--- config.mk ---
export PLATFORM = sky130hd
export DESIGN_NAME = rtc_bus_sequencer_flat
export DESIGN_NICKNAME = d
export VERILOG_FILES = /design/src/rtl/rtc_bus_sequencer_if.sv /design/src/rtl/rtc_bus_sequencer.sv /design/src/flat_wrapper.sv
export SDC_FILE = /design/constraint.sdc
export NUM_CORES = 1
export LEC_CHECK = 0
export ABC_AREA = 1
export CORE_MARGIN = 10
export CORE_UTILIZATION = 45
export DETAILED_ROUTE_END_ITERATION = 10
export GPL_ROUTABILITY_DRIVEN = 0
export GPL_TIMING_DRIVEN = 1
export PLACE_DENSITY = 0.84
export SLEW_MARGIN = 20
export SYNTH_ARGS = -nofsm -noshare
export SYNTH_HDL_FRONTEND = slang
export SYNTH_SLANG_ARGS = --single-unit
--- constraint.sdc ---
create_clock -name clk -period 3.9 [get_ports clk]
set_clock_uncertainty 0.1 [all_clocks]
set_input_delay 0.585 -clock clk [delete_from_list [all_inputs] [get_ports clk]]
set_output_delay 0.585 -clock clk [all_outputs]
set_load 0.02 [all_outputs]
--- src/rtl/rtc_bus_sequencer_if.sv ---
// Request/response handshake between the RTC control FSM and the bus sequencer.
// The controller side uses the master modport; the sequencer uses slave.
interface rtc_bus_sequencer_if;
    logic       start;
    logic       is_write;
    logic [7:0] addr;
    logic [7:0] wdata;
    logic       ready;
    logic       busy;
    logic       done;
    logic [7:0] rdata;

    modport master (
        output start, is_write, addr, wdata,
        input  ready, busy, done, rdata
    );

    modport slave (
        input  start, is_write, addr, wdata,
        output ready, busy, done, rdata
    );
endinterface

--- src/rtl/rtc_bus_sequencer.sv ---
// Sequences one complete read or write transaction on the RTC chip's
// multiplexed address/data bus (CS, AD, WR, RD, DatAdd). The address half and
// the data half are each built from setup / strobe / release phases, separated
// by a CS-high gap. A single down-counter times every state.
// Optional feature: define RTC_BUS_QUEUE_EN to add a one-entry request holding
// register that allows back-to-back transactions without an idle cycle.
module rtc_bus_sequencer #(
    parameter int unsigned PHASE_CYC = 8,   // cycles per bus phase, 1..255
    parameter int unsigned GAP_CYC   = 4    // CS-high cycles between halves, 1..255
) (
    input  logic               clk,
    input  logic               reset,       // asynchronous, active low
    rtc_bus_sequencer_if.slave req,
    output logic               cs_n,
    output logic               ad,
    output logic               wr_n,
    output logic               rd_n,
    output logic [7:0]         dat_out,
    output logic               dat_oe,
    input  logic [7:0]         dat_in
);

    typedef enum logic [3:0] {
        S_IDLE,
        S_A_SET,
        S_A_STB,
        S_A_REL,
        S_TURN,
        S_D_SET,
        S_D_STB,
        S_D_REL,
        S_DONE
    } state_t;

    // Counter reload values: a state lasts (reload + 1) cycles.
    localparam logic [7:0] PHASE_LAST = 8'(PHASE_CYC - 1);
    localparam logic [7:0] GAP_LAST   = 8'(GAP_CYC - 1);

    state_t     state_q, state_d;
    logic [7:0] cnt_q, cnt_d;
    logic       phase_end;

    logic       ready_int;
    logic       launch_en;
    logic       src_valid;
    logic       launch;

    // Request fields that the next launched transaction will use.
    logic       nxt_write;
    logic [7:0] nxt_addr;
    logic [7:0] nxt_wdata;

    // Request fields of the transaction currently on the bus.
    logic       req_write_q;
    logic [7:0] req_addr_q;
    logic [7:0] req_wdata_q;

    logic [7:0] rdata_q;

    assign phase_end = (cnt_q == 8'd0);

`ifdef RTC_BUS_QUEUE_EN
    logic       slot_valid_q;
    logic       slot_write_q;
    logic [7:0] slot_addr_q;
    logic [7:0] slot_wdata_q;

    // A new request can be taken whenever the holding slot is free; a launch
    // may happen from IDLE or straight out of DONE.
    assign ready_int = !slot_valid_q;
    assign launch_en = (state_q == S_IDLE) || (state_q == S_DONE);
    assign src_valid = slot_valid_q || (req.start && ready_int);

    // The queued request has priority over a request arriving this cycle
    // (the two cannot coexist: ready is low while the slot is full).
    always_comb begin
        if (slot_valid_q) begin
            nxt_write = slot_write_q;
            nxt_addr  = slot_addr_q;
            nxt_wdata = slot_wdata_q;
        end else begin
            nxt_write = req.is_write;
            nxt_addr  = req.addr;
            nxt_wdata = req.wdata;
        end
    end

    // Holding slot: filled by a request that cannot launch immediately,
    // emptied when its transaction launches.
    always_ff @(posedge clk or negedge reset) begin
        if (!reset) begin
            slot_valid_q <= 1'b0;
            slot_write_q <= 1'b0;
            slot_addr_q  <= 8'h00;
            slot_wdata_q <= 8'h00;
        end else if (launch && slot_valid_q) begin
            slot_valid_q <= 1'b0;
        end else if (req.start && ready_int && !launch) begin
            slot_valid_q <= 1'b1;
            slot_write_q <= req.is_write;
            slot_addr_q  <= req.addr;
            slot_wdata_q <= req.wdata;
        end
    end
`else
    // Without the holding register a request is only taken in IDLE; anything
    // presented while busy is dropped.
    assign ready_int = (state_q == S_IDLE);
    assign launch_en = (state_q == S_IDLE);
    assign src_valid = req.start && ready_int;
    assign nxt_write = req.is_write;
    assign nxt_addr  = req.addr;
    assign nxt_wdata = req.wdata;
`endif

    assign launch = launch_en && src_valid;

    // State and phase counter registers.
    always_ff @(posedge clk or negedge reset) begin
        if (!reset) begin
            state_q <= S_IDLE;
            cnt_q   <= 8'h00;
        end else begin
            // NOTE: sequential state uses non-blocking assignments so every
            // register samples pre-edge values regardless of statement order.
            state_q <= state_d;
            cnt_q   <= cnt_d;
        end
    end

    // Next state: each state counts down and advances when the counter hits
    // zero, reloading the counter with the next state's length minus one.
    always_comb begin
        // NOTE: defaults first so every path assigns every output of this
        // block; a missing branch would otherwise infer a latch.
        state_d = state_q;
        cnt_d   = phase_end ? cnt_q : cnt_q - 8'd1;
        case (state_q)
            S_IDLE: begin
                if (launch) begin
                    state_d = S_A_SET;
                    cnt_d   = PHASE_LAST;
                end
            end
            S_A_SET: if (phase_end) begin state_d = S_A_STB; cnt_d = PHASE_LAST; end
            S_A_STB: if (phase_end) begin state_d = S_A_REL; cnt_d = PHASE_LAST; end
            S_A_REL: if (phase_end) begin state_d = S_TURN;  cnt_d = GAP_LAST;   end
            S_TURN:  if (phase_end) begin state_d = S_D_SET; cnt_d = PHASE_LAST; end
            S_D_SET: if (phase_end) begin state_d = S_D_STB; cnt_d = PHASE_LAST; end
            S_D_STB: if (phase_end) begin state_d = S_D_REL; cnt_d = PHASE_LAST; end
            S_D_REL: if (phase_end) begin state_d = S_DONE;  cnt_d = 8'h00;      end
            S_DONE: begin
                if (launch) begin
                    state_d = S_A_SET;
                    cnt_d   = PHASE_LAST;
                end else begin
                    state_d = S_IDLE;
                    cnt_d   = 8'h00;
                end
            end
            default: begin
                state_d = S_IDLE;
                cnt_d   = 8'h00;
            end
        endcase
    end

    // Capture the launched request so later input changes have no effect.
    always_ff @(posedge clk or negedge reset) begin
        if (!reset) begin
            req_write_q <= 1'b0;
            req_addr_q  <= 8'h00;
            req_wdata_q <= 8'h00;
        end else if (launch) begin
            req_write_q <= nxt_write;
            req_addr_q  <= nxt_addr;
            req_wdata_q <= nxt_wdata;
        end
    end

    // Read data is sampled on the last cycle of the read strobe only.
    always_ff @(posedge clk or negedge reset) begin
        if (!reset) begin
            rdata_q <= 8'h00;
        end else if (state_q == S_D_STB && phase_end && !req_write_q) begin
            rdata_q <= dat_in;
        end
    end

    // Pin decode from the registered state; reset forces IDLE, which releases
    // the bus in the same cycle.
    always_comb begin
        cs_n    = 1'b1;
        ad      = 1'b1;
        wr_n    = 1'b1;
        rd_n    = 1'b1;
        dat_oe  = 1'b0;
        dat_out = 8'h00;
        case (state_q)
            S_A_SET, S_A_REL: begin
                cs_n    = 1'b0;
                ad      = 1'b0;
                dat_oe  = 1'b1;
                dat_out = req_addr_q;
            end
            S_A_STB: begin
                cs_n    = 1'b0;
                ad      = 1'b0;
                wr_n    = 1'b0;
                dat_oe  = 1'b1;
                dat_out = req_addr_q;
            end
            S_TURN: begin
                dat_oe  = req_write_q;
                dat_out = req_write_q ? req_wdata_q : 8'h00;
            end
            S_D_SET, S_D_REL: begin
                cs_n    = 1'b0;
                dat_oe  = req_write_q;
                dat_out = req_write_q ? req_wdata_q : 8'h00;
            end
            S_D_STB: begin
                cs_n    = 1'b0;
                wr_n    = !req_write_q;
                rd_n    = req_write_q;
                dat_oe  = req_write_q;
                dat_out = req_write_q ? req_wdata_q : 8'h00;
            end
            default: ;
        endcase
    end

    assign req.ready = ready_int;
    assign req.busy  = (state_q != S_IDLE);
    assign req.done  = (state_q == S_DONE);
    assign req.rdata = rdata_q;

endmodule

--- src/flat_wrapper.sv ---
// flat-port wrapper written by rule: the top's interface ports become plain ports
module rtc_bus_sequencer_flat 
#(
    parameter int unsigned PHASE_CYC = 8,                                  
    parameter int unsigned GAP_CYC   = 4                                            
)
  (clk, reset, cs_n, ad, wr_n, rd_n, dat_out, dat_oe, dat_in, req_start, req_is_write, req_addr, req_wdata, req_ready, req_busy, req_done, req_rdata);
  rtc_bus_sequencer_if req_i ();
  input  logic clk;
  input  logic reset;
  output logic cs_n;
  output logic ad;
  output logic wr_n;
  output logic rd_n;
  output logic [7:0] dat_out;
  output logic dat_oe;
  input  logic [7:0] dat_in;
  input wire logic [$bits(req_i.start)-1:0] req_start;
  input wire logic [$bits(req_i.is_write)-1:0] req_is_write;
  input wire logic [$bits(req_i.addr)-1:0] req_addr;
  input wire logic [$bits(req_i.wdata)-1:0] req_wdata;
  output wire logic [$bits(req_i.ready)-1:0] req_ready;
  output wire logic [$bits(req_i.busy)-1:0] req_busy;
  output wire logic [$bits(req_i.done)-1:0] req_done;
  output wire logic [$bits(req_i.rdata)-1:0] req_rdata;
  assign req_i.start = req_start;
  assign req_i.is_write = req_is_write;
  assign req_i.addr = req_addr;
  assign req_i.wdata = req_wdata;
  assign req_ready = req_i.ready;
  assign req_busy = req_i.busy;
  assign req_done = req_i.done;
  assign req_rdata = req_i.rdata;
  rtc_bus_sequencer #(.PHASE_CYC(PHASE_CYC), .GAP_CYC(GAP_CYC)) u_core (.clk(clk), .reset(reset), .req(req_i), .cs_n(cs_n), .ad(ad), .wr_n(wr_n), .rd_n(rd_n), .dat_out(dat_out), .dat_oe(dat_oe), .dat_in(dat_in));
endmodule
==> results of run 1 <==
-- cells in the mapped netlist, drive strengths merged --
cell	number	area share (%)
dfrtp	37	46
o211ai	2	0.75
a21oi	5	1.2
nand2	99	20
xor2	3	1.3
xnor2	1	0.44
nand3	50	13
buf	9	2.8
ha	4	2.5
o21ai	2	0.50
nand4	2	0.62
clkbuf	2	0.37
inv	23	4.3
nor2	23	6.7
-- cells by family (layout without fill, tap and decap cells) --
family / after synthesis / in the layout / synth area share, %
and+or+nand+nor: 174 / 174 / 39.76
DFF: 37 / 37 / 46.05
xor gates and xnor gates: 4 / 4 / 1.743
AOI/OAI and AO/OA: 9 / 9 / 2.489
adders and majority gates: 4 / 4 / 2.489
buffers and inverters: 34 / 85 / 7.467
-- critical path, delay by kind of cell (launching register included) --
family                 cells  cell delay, ns
buffers and inverters      3            1.04
DFF                        1            0.40
and+or+nand+nor            3            0.33
-- registers in the layout, summed over array words and instances, names as in the netlist --
register	flops
u_core.req_wdata_q	8
u_core.req_addr_q	8
u_core.cnt_q	8
u_core.state_q	4
u_core.req_write_q	1
u_core.req.rdata	8
-- final timing paths --
check	slack, ns	to	cells past startpoint
setup / recovery	1.14	dat_out[3]	6
max in group asynchronous	2.77	u_core.state_q[0]$_DFFE_PN0P_	2
hold reg to reg	0.37	u_core.req.rdata[3]$_DFFE_PN0P_	2
min in group asynchronous	0.61	u_core.cnt_q[5]$_DFF_PN0_	2
hold / removal	0.37	u_core.req.rdata[3]$_DFFE_PN0P_	2
setup reg to reg	1.86	u_core.state_q[3]$_DFFE_PN0P_	8
-- cells in the final DEF (no fill, tap or decap) --
| cell | synthesis | final |
|---|---|---|
| nor2_4 | 3 | 3 |
| a21oi_1 | 5 | 5 |
| inv_2 | 6 | 6 |
| o21ai_0 | 2 | 2 |
| nand3_1 | 49 | 49 |
| ha_1 | 4 | 4 |
| inv_1 | 17 | 17 |
| nand2_4 | 1 | 1 |
| clkbuf_8 | 0 | 5 |
| nand2_1 | 91 | 91 |
| o211ai_1 | 2 | 2 |
| bufinv_16 | 0 | 2 |
| clkinv_2 | 0 | 1 |
| xor2_1 | 3 | 3 |
| xnor2_1 | 1 | 1 |
| clkdlybuf4s50_1 | 0 | 51 |
| nor2_1 | 15 | 15 |
| buf_4 | 2 | 3 |
| nor2_2 | 4 | 4 |
| nand3_2 | 1 | 1 |
| dfrtp_1 | 37 | 37 |
| nor2_8 | 1 | 1 |
| nand2_2 | 7 | 7 |
| nand4_1 | 2 | 2 |
-- routing by layer --
| metal | vias up | wire length [um] | global-route usage (%) | share of wire [%] |
|---|---|---|---|---|
| met5 | - | 0 | 0 | 0 |
| li1 | 923 | - | - | - |
| met1 | 848 | 2071 | 16.52 | 42 |
| met2 | 71 | 2230 | 21.59 | 46 |
| met4 | 0 | 61 | 3.976 | 1.2 |
| met3 | 6 | 528 | 6.379 | 11 |
-- layout make-up --
| cell class | count | area (um^2) | area share [%] |
|---|---|---|---|
| well taps | 52 | 65.06 | 2.429 |
| inverters | 23 | 86.33 | 3.223 |
| repair buffers | 54 | 533.0 | 19.90 |
| clock buffers | 5 | 68.82 | 2.569 |
| flip-flops and latches | 37 | 925.9 | 34.56 |
| clock inverters | 3 | 65.06 | 2.429 |
| multi-input cells | 191 | 934.6 | 34.89 |
-- power by group through the flow --
| stage | Combinational, W | Clock, W | Sequential (W) |
|---|---|---|---|
| floorplan | 0.000762 | 0 | 0.000713 |
| global placement | 0.00118 | 0 | 0.000691 |
| detailed placement | 0.00120 | 0 | 0.000697 |
| CTS | 0.00121 | 0.000400 | 0.000691 |
| global route | 0.00135 | 0.000420 | 0.000714 |
| finish | 0.00120 | 0.000393 | 0.000691 |
-- per-stage QoR --
step | power, W | utilization [%]
finish | 0.002285 | 61.52
global route | 0.002485 | 61.52
CTS | 0.002305 | 61.52
detailed placement | 0.001901 | 58.45
global placement | 0.001868 | 58.45
floorplan | 0.001474 | -
==> reports/qor.csv, run 1 <==
stage,metric,value,unit
min_path,hold_start,u_core.req.rdata[3]$_DFFE_PN0P_,
timing,setup_slack,1.141,ns
timing,maxSlewHeadroom,44.14,%
clock_tree,path_clk_slew,0.07,ns
global_route,grt_max_degree,38,
worst_setup_path,end_kind,output pin,
pwr,peakVddDrop,0.3682,mV
drt,drc_errors,0,
drt,antenna_left,0,
worst_setup_path,rr_startpoint,u_core.cnt_q[0]$_DFF_PN0_,
clock_tree,root_buffer,clkbuf_8,
layout,diodes,0,
drt,vias_per_cell,5.063,
place,placed_cell_area,0.002545,mm^2
timing,finalCritPeriodShare,70.74,%
die,die_area,0.007542,mm^2
logic_synthesis,synth_cell_types,23,
global_route,antenna_found_initial,0,
drt,vias,1848,
die,start_util,46.18,%
drt,drtPass1Iterations,4,
clock_tree,clockBufferDepth,2,
logic_synthesis,synth_seq_cells,37,
drt,drtIter0Drc,79,
logic_synthesis,postSynthAreaPerCell,7.674,um^2
pwr,p_leak,1.341,nW
worst_setup_path,required,3.21,ns
pwr,p_int,0.001297,W
die,fp.dieH,86.85,um
timing,setup_viol,0,
timing,fin_hold_ws,0.3748,ns
worst_setup_path,path_class,flop to output pin,
logic_synthesis,yosys_warnings,0,
die,die_x,86.85,um
worst_setup_path,worstPathArrival,2.07,ns
pwr,switching_share,43.26,%
worst_setup_path,critical-path-max-stage-delay,0.62,ns
clock_tree,cts_tree,done,
timing,rsz0062_at_grt,no,
clock_tree,numCtsBuffers,5,
layout,stdcell_count,365,
timing,fmax,0.3625,GHz
timing,maxSlewViolCount,0,
place,port_buffers,51,
clock_tree,cts_setup_buffers,0,
layout,syn_to_final_growth,33.23,%
worst_setup_path,startpoint,u_core.state_q[3]$_DFFE_PN0P_,
layout,fin_nets,344,
die,core_area,0.004354,mm^2
clock_tree,hold_buffers,0,
worst_setup_path,start_kind,flop,
place,placed_cells,357,
global_route,grt.overflow.total,0,
global_route,grt_pass1_wl,8549,um
run_status,outcome,completed,
run,max_cap_viol_count,0,
pwr,p_comb_share,52.6,%
min_path,hold_path.class,flop to flop,
global_route,grt_pass1_vias,1842,
layout,fin_area,0.002679,mm^2
timing,tightest_slew,0.8348,ns
logic_synthesis,synthesis.nets,294,
place,dpl.hpwl,3675,um
worst_setup_path,cp_cell_sequence,inv_2 > nand2_2 > inv_1 > nand3_1 > nand2_1 > clkdlybuf4s50_1,
clock_tree,clock_insertion_delay_worst_skew,0.29,ns
pwr,pwr-share-seq,30.2,%
clock_tree,cts_resized,0,
die,io_pins,52,
clock_tree,numClockSinks,37,
timing,finalCriticalPeriod,2.759,ns
global_route,grtUsageTotal,13.80,%
place,pre_cts_ws,1.435,ns
pwr,p_switching,0.0009887,W
layout,fillCellCount,390,
worst_setup_path,critPathSlowestCell,clkdlybuf4s50_1,
logic_synthesis,seq_area_frac_synth,46.05,%
die,row_count,24,
timing,hold_violations,0,
layout,drive_gt1_share,10.86,%
logic_synthesis,syn_inst,262,
pwr,powerDensity,853.1,mW/mm^2
logic_synthesis,mappedNetlistArea,0.002011,mm^2
timing,setup_tns,0,ns
drt,totalWireLength,4892,um
clock_tree,htreeDepth,2,
worst_setup_path,cp_max_fo,11,
drt,wl_per_cell,13.40,um
pwr,clockPowerShare,17.2,%
(Power assumes the default switching activity.)
==> run 2, diff against run 1 <==
- CORE_UTILIZATION: 45 -> 44
- PLACE_DENSITY: 0.84 -> 0.85
- clock period: 3.9 -> 2.4 ns (I/O delays scaled with it)
==> run 2 against run 1 <==
Compared with the run above: global-route usage is 0.71 points higher; register-to-register slack worse by 1.3 ns; critical path depth is 2 lower; clock-buffer cell count is 2 higher; sequential share of layout area is 0.066 points lower; clock power is 23% higher; final cell count is 1.1% higher; design area is 0.33% higher; via count is 2.5% higher; non-clock buffer count is 4 higher; worst setup slack worse by 1.0 ns; flip-flop and latch count stayed put; critical path type unchanged; highest routed layer unchanged.
==> reports/qor.csv, run 2 (same netlist as run 1, synthesis figures left out) <==
stage,metric,value,unit,change
worst_setup_path,critical-path-max-stage-delay,0.63,ns,about the same
clock_tree,numClockSinks,37,,unchanged
pwr,p_leak,1.428,nW,+6.5%
place,port_buffers,51,,unchanged
clock_tree,htreeDepth,2,,unchanged
clock_tree,root_buffer,clkbuf_8,,
layout,multiInputGateArea,934.6,um^2,unchanged
die,die_x,87.60,um,+0.87%
worst_setup_path,reg2reg_to,u_core.cnt_q[0]$_DFF_PN0_,,
global_route,grt_use_met3,6.778,%,+0.40 points
global_route,antenna_found_initial,0,,unchanged
timing,setup_tns,0,ns,unchanged
worst_setup_path,r2r_slack,0.58,ns,-1.28 ns
worst_setup_path,cp_cell_sequence,nor2_4 > inv_2 > nand2_1 > clkdlybuf4s50_1,,
min_path,min_to,u_core.req.rdata[1]$_DFFE_PN0P_,,
min_path,hold_path.class,flop to flop,,
die,row_count,24,,unchanged
layout,fillCellCount,397,,+1.8%
timing,finalCriticalPeriod,2.292,ns,
global_route,grtUsageTotal,14.51,%,+0.71 points
layout,layout_commonest_cell,nand2_1,,
drt,drtIter0Drc,112,,+42%
timing,maxSlewViolCount,0,,unchanged
run_status,outcome,completed,,
worst_setup_path,critPathSlowestCell,clkdlybuf4s50_1,,
clock_tree,clock_insertion_delay_worst_skew,0.29,ns,about the same
worst_setup_path,start_kind,flop,,
place,dpl.hpwl,3925,um,+6.8%
layout,final-seq-area,927.1,um^2,+0.14%
die,die_area,0.007674,mm^2,+1.7%
worst_setup_path,end_kind,output pin,,
drt,totalWireLength,5230,um,+6.9%
run,max_cap_viol_count,0,,unchanged
global_route,met1_usage,17.69,%,+1.2 points
clock_tree,path_clk_slew,0.07,ns,about the same
timing,rsz0062_at_grt,no,,
global_route,grt_pass1_wl,9025,um,+5.6%
layout,fin_nets,348,,+1.2%
layout,drive_gt1_share,12.62,%,+1.8 points
drt,antenna_left,0,,unchanged
worst_setup_path,required,1.94,ns,-1.27 ns
global_route,grt.overflow.total,0,,unchanged
clock_tree,clockBufferDepth,2,,unchanged
worst_setup_path,worstPathArrival,1.83,ns,-0.24 ns
timing,hold_violations,0,,unchanged
layout,utilization,61.30,%,-0.22 points
layout,syn_to_final_growth,33.67,%,
clock_tree,numCtsBuffers,5,,unchanged
pwr,powerDensity,1319,mW/mm^2,+55%
pwr,peakVddDrop,0.6777,mV,+84%
global_route,top_usage_layer,met2,,
drt,wl_per_cell,14.17,um,+5.8%
layout,final_cell_mix,"nand2_1, nand3_1, clkdlybuf4s50_1",,
timing,fmax,0.4362,GHz,
drt,drc_errors,0,,unchanged
min_path,hold_depth,2,,unchanged
min_path,hold_start,u_core.req.rdata[1]$_DFFE_PN0P_,,
layout,diodes,0,,unchanged
die,io_pins,52,,unchanged
drt,vias_per_cell,5.133,,+1.4%
worst_setup_path,rr_startpoint,u_core.state_q[1]$_DFFE_PN0P_,,
die,core_area,0.004384,mm^2,+0.69%
drt,drtPass1Iterations,4,,unchanged
worst_setup_path,cp_max_fo,11,,unchanged
die,start_util,45.86,%,-0.32 points
worst_setup_path,path_class,flop to output pin,,
timing,maxSlewHeadroom,64.72,%,+21 points
drt,vias,1894,,+2.5%
die,fp.dieH,87.60,um,+0.87%
worst_setup_path,reg2regPathDepth,9,,+1
clock_tree,cts_setup_buffers,0,,unchanged
clock_tree,cts_tree,done,,
timing,tightest_slew,0.5293,ns,-0.3055 ns
global_route,grt_max_degree,38,,unchanged
global_route,met2_usage,21.83,%,+0.24 points
timing,setup_viol,0,,unchanged
global_route,grt_pass1_vias,1921,,+4.3%
timing,finalCritPeriodShare,95.52,%,
==> run 2: cell types whose count changed in the layout (fill, tap and decap cells not counted), sizes merged, moves of 2 or more <==
cell / delta
buf: +4
bufinv: -2
clkbuf: +2
clkdlybuf4s50: -13
dlygate4sd2: +7
dlymetal6s2s: +6
==> run 2: worst max path at each step <==
stage | endpoint | slack [ns] | start
2_1_floorplan | wr_n | 0.67 | u_core.state_q[0]$_DFFE_PN0P_
3_3_place_gp | wr_n | 0.23 | u_core.state_q[0]$_DFFE_PN0P_
3_5_place_dp | wr_n | 0.21 | u_core.state_q[0]$_DFFE_PN0P_
4_1_cts | dat_out[3] | 0.0004 | u_core.state_q[3]$_DFFE_PN0P_
5_1_grt | cs_n | 0.008 | u_core.state_q[1]$_DFFE_PN0P_
6_report | cs_n | 0.11 | u_core.state_q[1]$_DFFE_PN0P_
==> run 2: worst max-delay path, delay by kind of cell (launching register included) <==
kind          cells  cell delay [ns]
buf+inv           2             0.76
simple gates      2             0.30
flops             1             0.47
==> run 2: through the flow <==
step | hold slack, ns | total power [W] | std cells | worst slack, ns | cell area (um^2)
floorplan | -0.03559 | 0.002396 | 262 | 0.6651 | 2011
global placement | 0.3541 | 0.003075 | 361 | 0.2289 | 2575
detailed placement | 0.3588 | 0.003124 | 361 | 0.2082 | 2575
CTS | 0.3762 | 0.003579 | 369 | 0.0003941 | 2671
global route | 0.3943 | 0.003857 | 369 | 0.008466 | 2688
finish | 0.3734 | 0.003545 | 369 | 0.1075 | 2688
==> run 2: area by class of cell <==
| type | instances | share of cell area, % |
|---|---|---|
| well taps | 52 | 2.421 |
| clock inverters | 1 | 0.1862 |
| inverters | 23 | 3.352 |
| multi-input cells | 191 | 34.78 |
| flip-flops and latches | 37 | 34.50 |
| clock buffers | 7 | 3.585 |
| repair buffers | 58 | 21.18 |
==> run 2: repair_timing <==
item                       in CTS  in global routing
hold endpoints to repair        0                  0
setup endpoints to repair      10                  7
resized for setup               8                  7
hold buffers                    0                  0
==> run 2: power breakdown <==
part	internal [W]	leakage [nW]	switching (W)
Clock	0.000260	0.0542	0.000226
Combinational	0.000749	0.939	0.00117
Sequential	0.000908	0.435	0.000233
Total	0.00192	1.43	0.00163
==> run 2: layer usage <==
metal | part of all wire (%) | routed length, um | vias up
met5 | 0 | 0 | -
met4 | 1.8 | 95 | 0
met3 | 11 | 557 | 12
met2 | 45 | 2330 | 91
met1 | 43 | 2245 | 860
li1 | - | - | 931
==> RTL change 1, RTL diff (flow settings as in run 2) <==
Build with the macro `RTC_BUS_QUEUE_EN` defined.
--- a/src/rtl/rtc_bus_sequencer.sv
+++ b/src/rtl/rtc_bus_sequencer.sv
@@ -4,6 +4,8 @@
 // by a CS-high gap. A single down-counter times every state.
 // Optional feature: define RTC_BUS_QUEUE_EN to add a one-entry request holding
 // register that allows back-to-back transactions without an idle cycle.
+`define RTC_BUS_QUEUE_EN
+
 module rtc_bus_sequencer #(
     parameter int unsigned PHASE_CYC = 8,   // cycles per bus phase, 1..255
     parameter int unsigned GAP_CYC   = 4    // CS-high cycles between halves, 1..255
Function: changed (Yosys sat finds a counterexample within 4 cycles, from zero or initial values and one cycle with reset low).
==> RTL change 1 against run 2 <==
- first-iteration DRC count fell by 24%
- non-clock buffer count is 4 lower
- maximum frequency fell by 0.37%
- via count up 20%
- total power shrank 54%
- sequential cell count rose by 18
- critical path depth stayed put
- wire length grew 23%
- cell area grew 33%
- worst setup slack worse by 8.4 ps
- sequential share of layout area grew 4.0 points
- worst hold slack gained 11 ps
- area after synthesis grew 47%
- highest routed layer unchanged
==> RTL change 1: results (changes against run 2) <==
WL met1 2.928 mm (+30%); Resized Gates After CTS 11 (+3); CP max stage delay 670 ps (+40 ps); dpl cells 451 (+25%); CTS Hold Bufs 1 (+1); syn nets 364 (+24%); Worst-path clk slew 100 ps (+30 ps); Tcrit/Tclk final 95.87% (+0.35 points); FILL cells 579 (+46%); GRT Util Overall 12.97% (-1.5 points); Nets 414 (+19%); detailed placement HPWL 4.703 mm (+20%); via density per instance 4.924 (-4.1%); VDD IR max 367.8 uV (-46%); share of flip-flops with an asynchronous set or reset 100.0% (unchanged); hold_ws 384.8 ps (+11.36 ps); Post-Layout Cell Count 460 (+25%); Hold Path Sink u_core.req.rdata[1]$_DFFE_PN0P_; worst slack at placement 117.6 ps (-90.59 ps); leak pwr 0.001754 uW (+23%); syn avg cell area 8.887 um2 (+16%); Slew HR 74.80% (+10 points); first-pass GRT wire length 10.90 mm (+21%); n_diodes 0 (unchanged); crit path to ad; status finished, final reports clean; overall power 1629 uW (-54%); Sw Share 24.00% (-22 points); routed length on met2 2.977 mm (+28%); Clk. pwr 522 uW (+7.6%); worst-skew pair later-pin latency 310 ps (+20 ps); count of different cell masters after synthesis 33 (+43%); vias in the first global route 2314 (+20%); routed len/inst 13.93 um (-1.7%); Initial DRC Count 85 (-24%); Worst R2R Start u_core.cnt_q[0]$_DFF_PN0_; Area after DPL 3485 um2 (+35%); maximum number of pins on one net before global-route repair 56 (+47%); Commonest cells post-synth nand2_1, dfrtp_1, inv_1, nand3_1, o21ai_1; flop2flop setup slack 560 ps (-20 ps); share of cells above drive strength 1 18.02% (+5.4 points); sequential area share after synthesis 46.65% (+0.60 points); Gate power share 7.9% (-46 points); 1st-pass router iterations 5 (+1); met3 WL 421 um (-24%)
## RTL change 1: logic make-up after synthesis
logic type / after synthesis / share of synthesized area, %
adder cells (fa/ha/maj): 4 / 1.696
buffers and inverters: 66 / 10.73
flip-flops: 55 / 46.65
XOR/XNOR: 4 / 1.187
AND/OR/NAND/NOR: 137 / 22.22
AO/OA/AOI/OAI: 66 / 17.51
## RTL change 1: routing by layer
metal / GRT usage, % / vias up
li1: - / 1161
met1: 15.71 / 1046
met2: 21.77 / 50
met3: 4.318 / 8
met4: 3.362 / 0
met5: 0 / -
## RTL change 1: layout make-up
cell class / count / area (um2) / area share (%)
clock buffer: 6 / 72.57 / 2.024
tap: 77 / 96.34 / 2.688
sequential: 55 / 1379 / 38.46
clock inverter: 2 / 16.27 / 0.4538
multi-input combinational: 211 / 1265 / 35.29
inverter: 55 / 221.5 / 6.178
timing repair buffer: 54 / 534.3 / 14.90
## RTL change 1: worst min-delay path, stage by stage, from the launching register on
cell and delay, ps:
dfrtp_1 360, nand2_1 50, nand2_1 50
==> RTL change 2, RTL diff (flow settings as in run 2) <==
Made on the original files. The 9 states of `state_t` get a Gray code encoding in 4 bits.
--- a/src/rtl/rtc_bus_sequencer.sv
+++ b/src/rtl/rtc_bus_sequencer.sv
@@ -21,15 +21,15 @@
 );
 
     typedef enum logic [3:0] {
-        S_IDLE,
-        S_A_SET,
-        S_A_STB,
-        S_A_REL,
-        S_TURN,
-        S_D_SET,
-        S_D_STB,
-        S_D_REL,
-        S_DONE
+        S_IDLE  = 4'b0000,
+        S_A_SET = 4'b0001,
+        S_A_STB = 4'b0011,
+        S_A_REL = 4'b0010,
+        S_TURN  = 4'b0110,
+        S_D_SET = 4'b0111,
+        S_D_STB = 4'b0101,
+        S_D_REL = 4'b0100,
+        S_DONE  = 4'b1100
     } state_t;
 
     // Counter reload values: a state lasts (reload + 1) cycles.
Function: no difference found for any inputs over 10 cycles, from zero or initial values and one cycle with reset low; not proved beyond that.
==> RTL change 2 against run 2 <==
- wire length down 7.4%
- critical endpoint is now rd_n
- cell area down 1.8%
- critical path depth up 1
- area after synthesis up 0.68%
- first-iteration DRC count down 25%
- cell count down 5.4%
- sequential cell count unchanged
- non-clock buffer count up 1
- worst setup slack better by 11 ps
- highest routed layer unchanged
- largest cell class unchanged
- count of clock-buffer cells in the layout unchanged
Power is left out: it rests on default switching activity, and per cell area and clock period it moved more than threefold.
==> RTL change 2: results (changes against run 2) <==
met2 usage 21.49% (-0.33 points); routed length on met2 2.229 mm (-4.3%); 1st-pass router iterations 4 (unchanged); met3 WL 546 um (-2.0%); flop2flop setup slack 540 ps (-40 ps); Nets 328 (-5.7%); share of cells above drive strength 1 16.16% (+3.5 points); Critical Path Source u_core.state_q[3]$_DFFE_PN0P_; Mapped Cells 240 (-8.4%); Worst R2R Start u_core.cnt_q[0]$_DFF_PN0_; Initial DRC Count 84 (-25%); top area cells in the synthesized netlist dfrtp_1, nand2_1, nand3_1; CP arrival about 1800 ps; Area after DPL 2571 um2 (-0.15%); reg-to-reg endpoint u_core.cnt_q[0]$_DFF_PN0_; CP Max Fanout 10 (-1); Synth Area in XOR/XNOR 1.298% (-0.44 points); count of different cell masters after synthesis 31 (+35%); post-CTS setup buffers 3 (+3); CP top delay family buffers and inverters; Post-Layout Cell Count 349 (-5.4%); crit path to rd_n; Post-synth EDFFs 0 (unchanged); Least-Margin Pin Slew 545.8 ps (+16.54 ps); Root Driver clkbuf_8; detailed placement HPWL 3.681 mm (-6.2%); status finished, final reports clean; Commonest cells post-synth nand2_1, dfrtp_1, nand3_1, inv_1, nor2_1; maximum number of pins on one net before global-route repair 38 (unchanged); first-pass GRT wire length 8.431 mm (-6.6%); FILL cells 388 (-2.3%); via density per instance 5.046 (-1.7%); CP max stage delay 530 ps (-100 ps); GRT Util Overall 13.43% (-1.1 points); area share of fa/ha/maj cells after synthesis 1.854% (-0.63 points); WL met1 1.998 mm (-11%); post-synthesis compound-gate area fraction 9.703% (+7.2 points); HP Class reg -> reg; M1 GR Usage 15.37% (-2.3 points); syn nets 271 (-7.8%); hold_ws 367.3 ps (-6.057 ps); vias in the first global route 1840 (-4.2%); sequential area share after synthesis 45.74% (-0.31 points); worst-skew pair later-pin latency 290 ps (about the same); worst slack at placement 107.0 ps (-101.2 ps); initial antenna violation count 0 (unchanged); DR top layer met4; Resized Gates After CTS 13 (+5); # port buffers 51 (unchanged); slack of the critical path 118.4 ps (+10.82 ps); met3 global-route usage 6.871% (+0.093 points); Hold Path Stages 2 (unchanged); dpl cells 339 (-6.1%); Post-Route WL 4.843 mm (-7.4%)
-- RTL change 2: cell count changes after synthesis, sizes merged, moves of 2 or more --
cell | before | now
nor3 | 0 | 2
nor2 | 23 | 20
a32o | 0 | 8
a31oi | 0 | 2
nand2 | 99 | 86
o21ai | 2 | 6
nand4 | 2 | 0
nand3 | 50 | 35
buf | 9 | 7
-- RTL change 2: cell families after synthesis --
| family | Yosys count |
|---|---|
| AO/OA/AOI/OAI | 23 |
| XOR/XNOR | 3 |
| adder cells (fa/ha/maj) | 3 |
| buffers and inverters | 31 |
| flip-flops | 37 |
| AND/OR/NAND/NOR | 143 |
-- RTL change 2: layout make-up --
type / count / area (um2) / share of cell area (%)
multi-input cells: 172 / 947.2 / 35.89
well taps: 52 / 65.06 / 2.466
inverters: 22 / 85.08 / 3.224
repair buffers: 59 / 528.0 / 20.01
clock buffers: 7 / 86.33 / 3.272
flip-flops and latches: 37 / 927.1 / 35.14
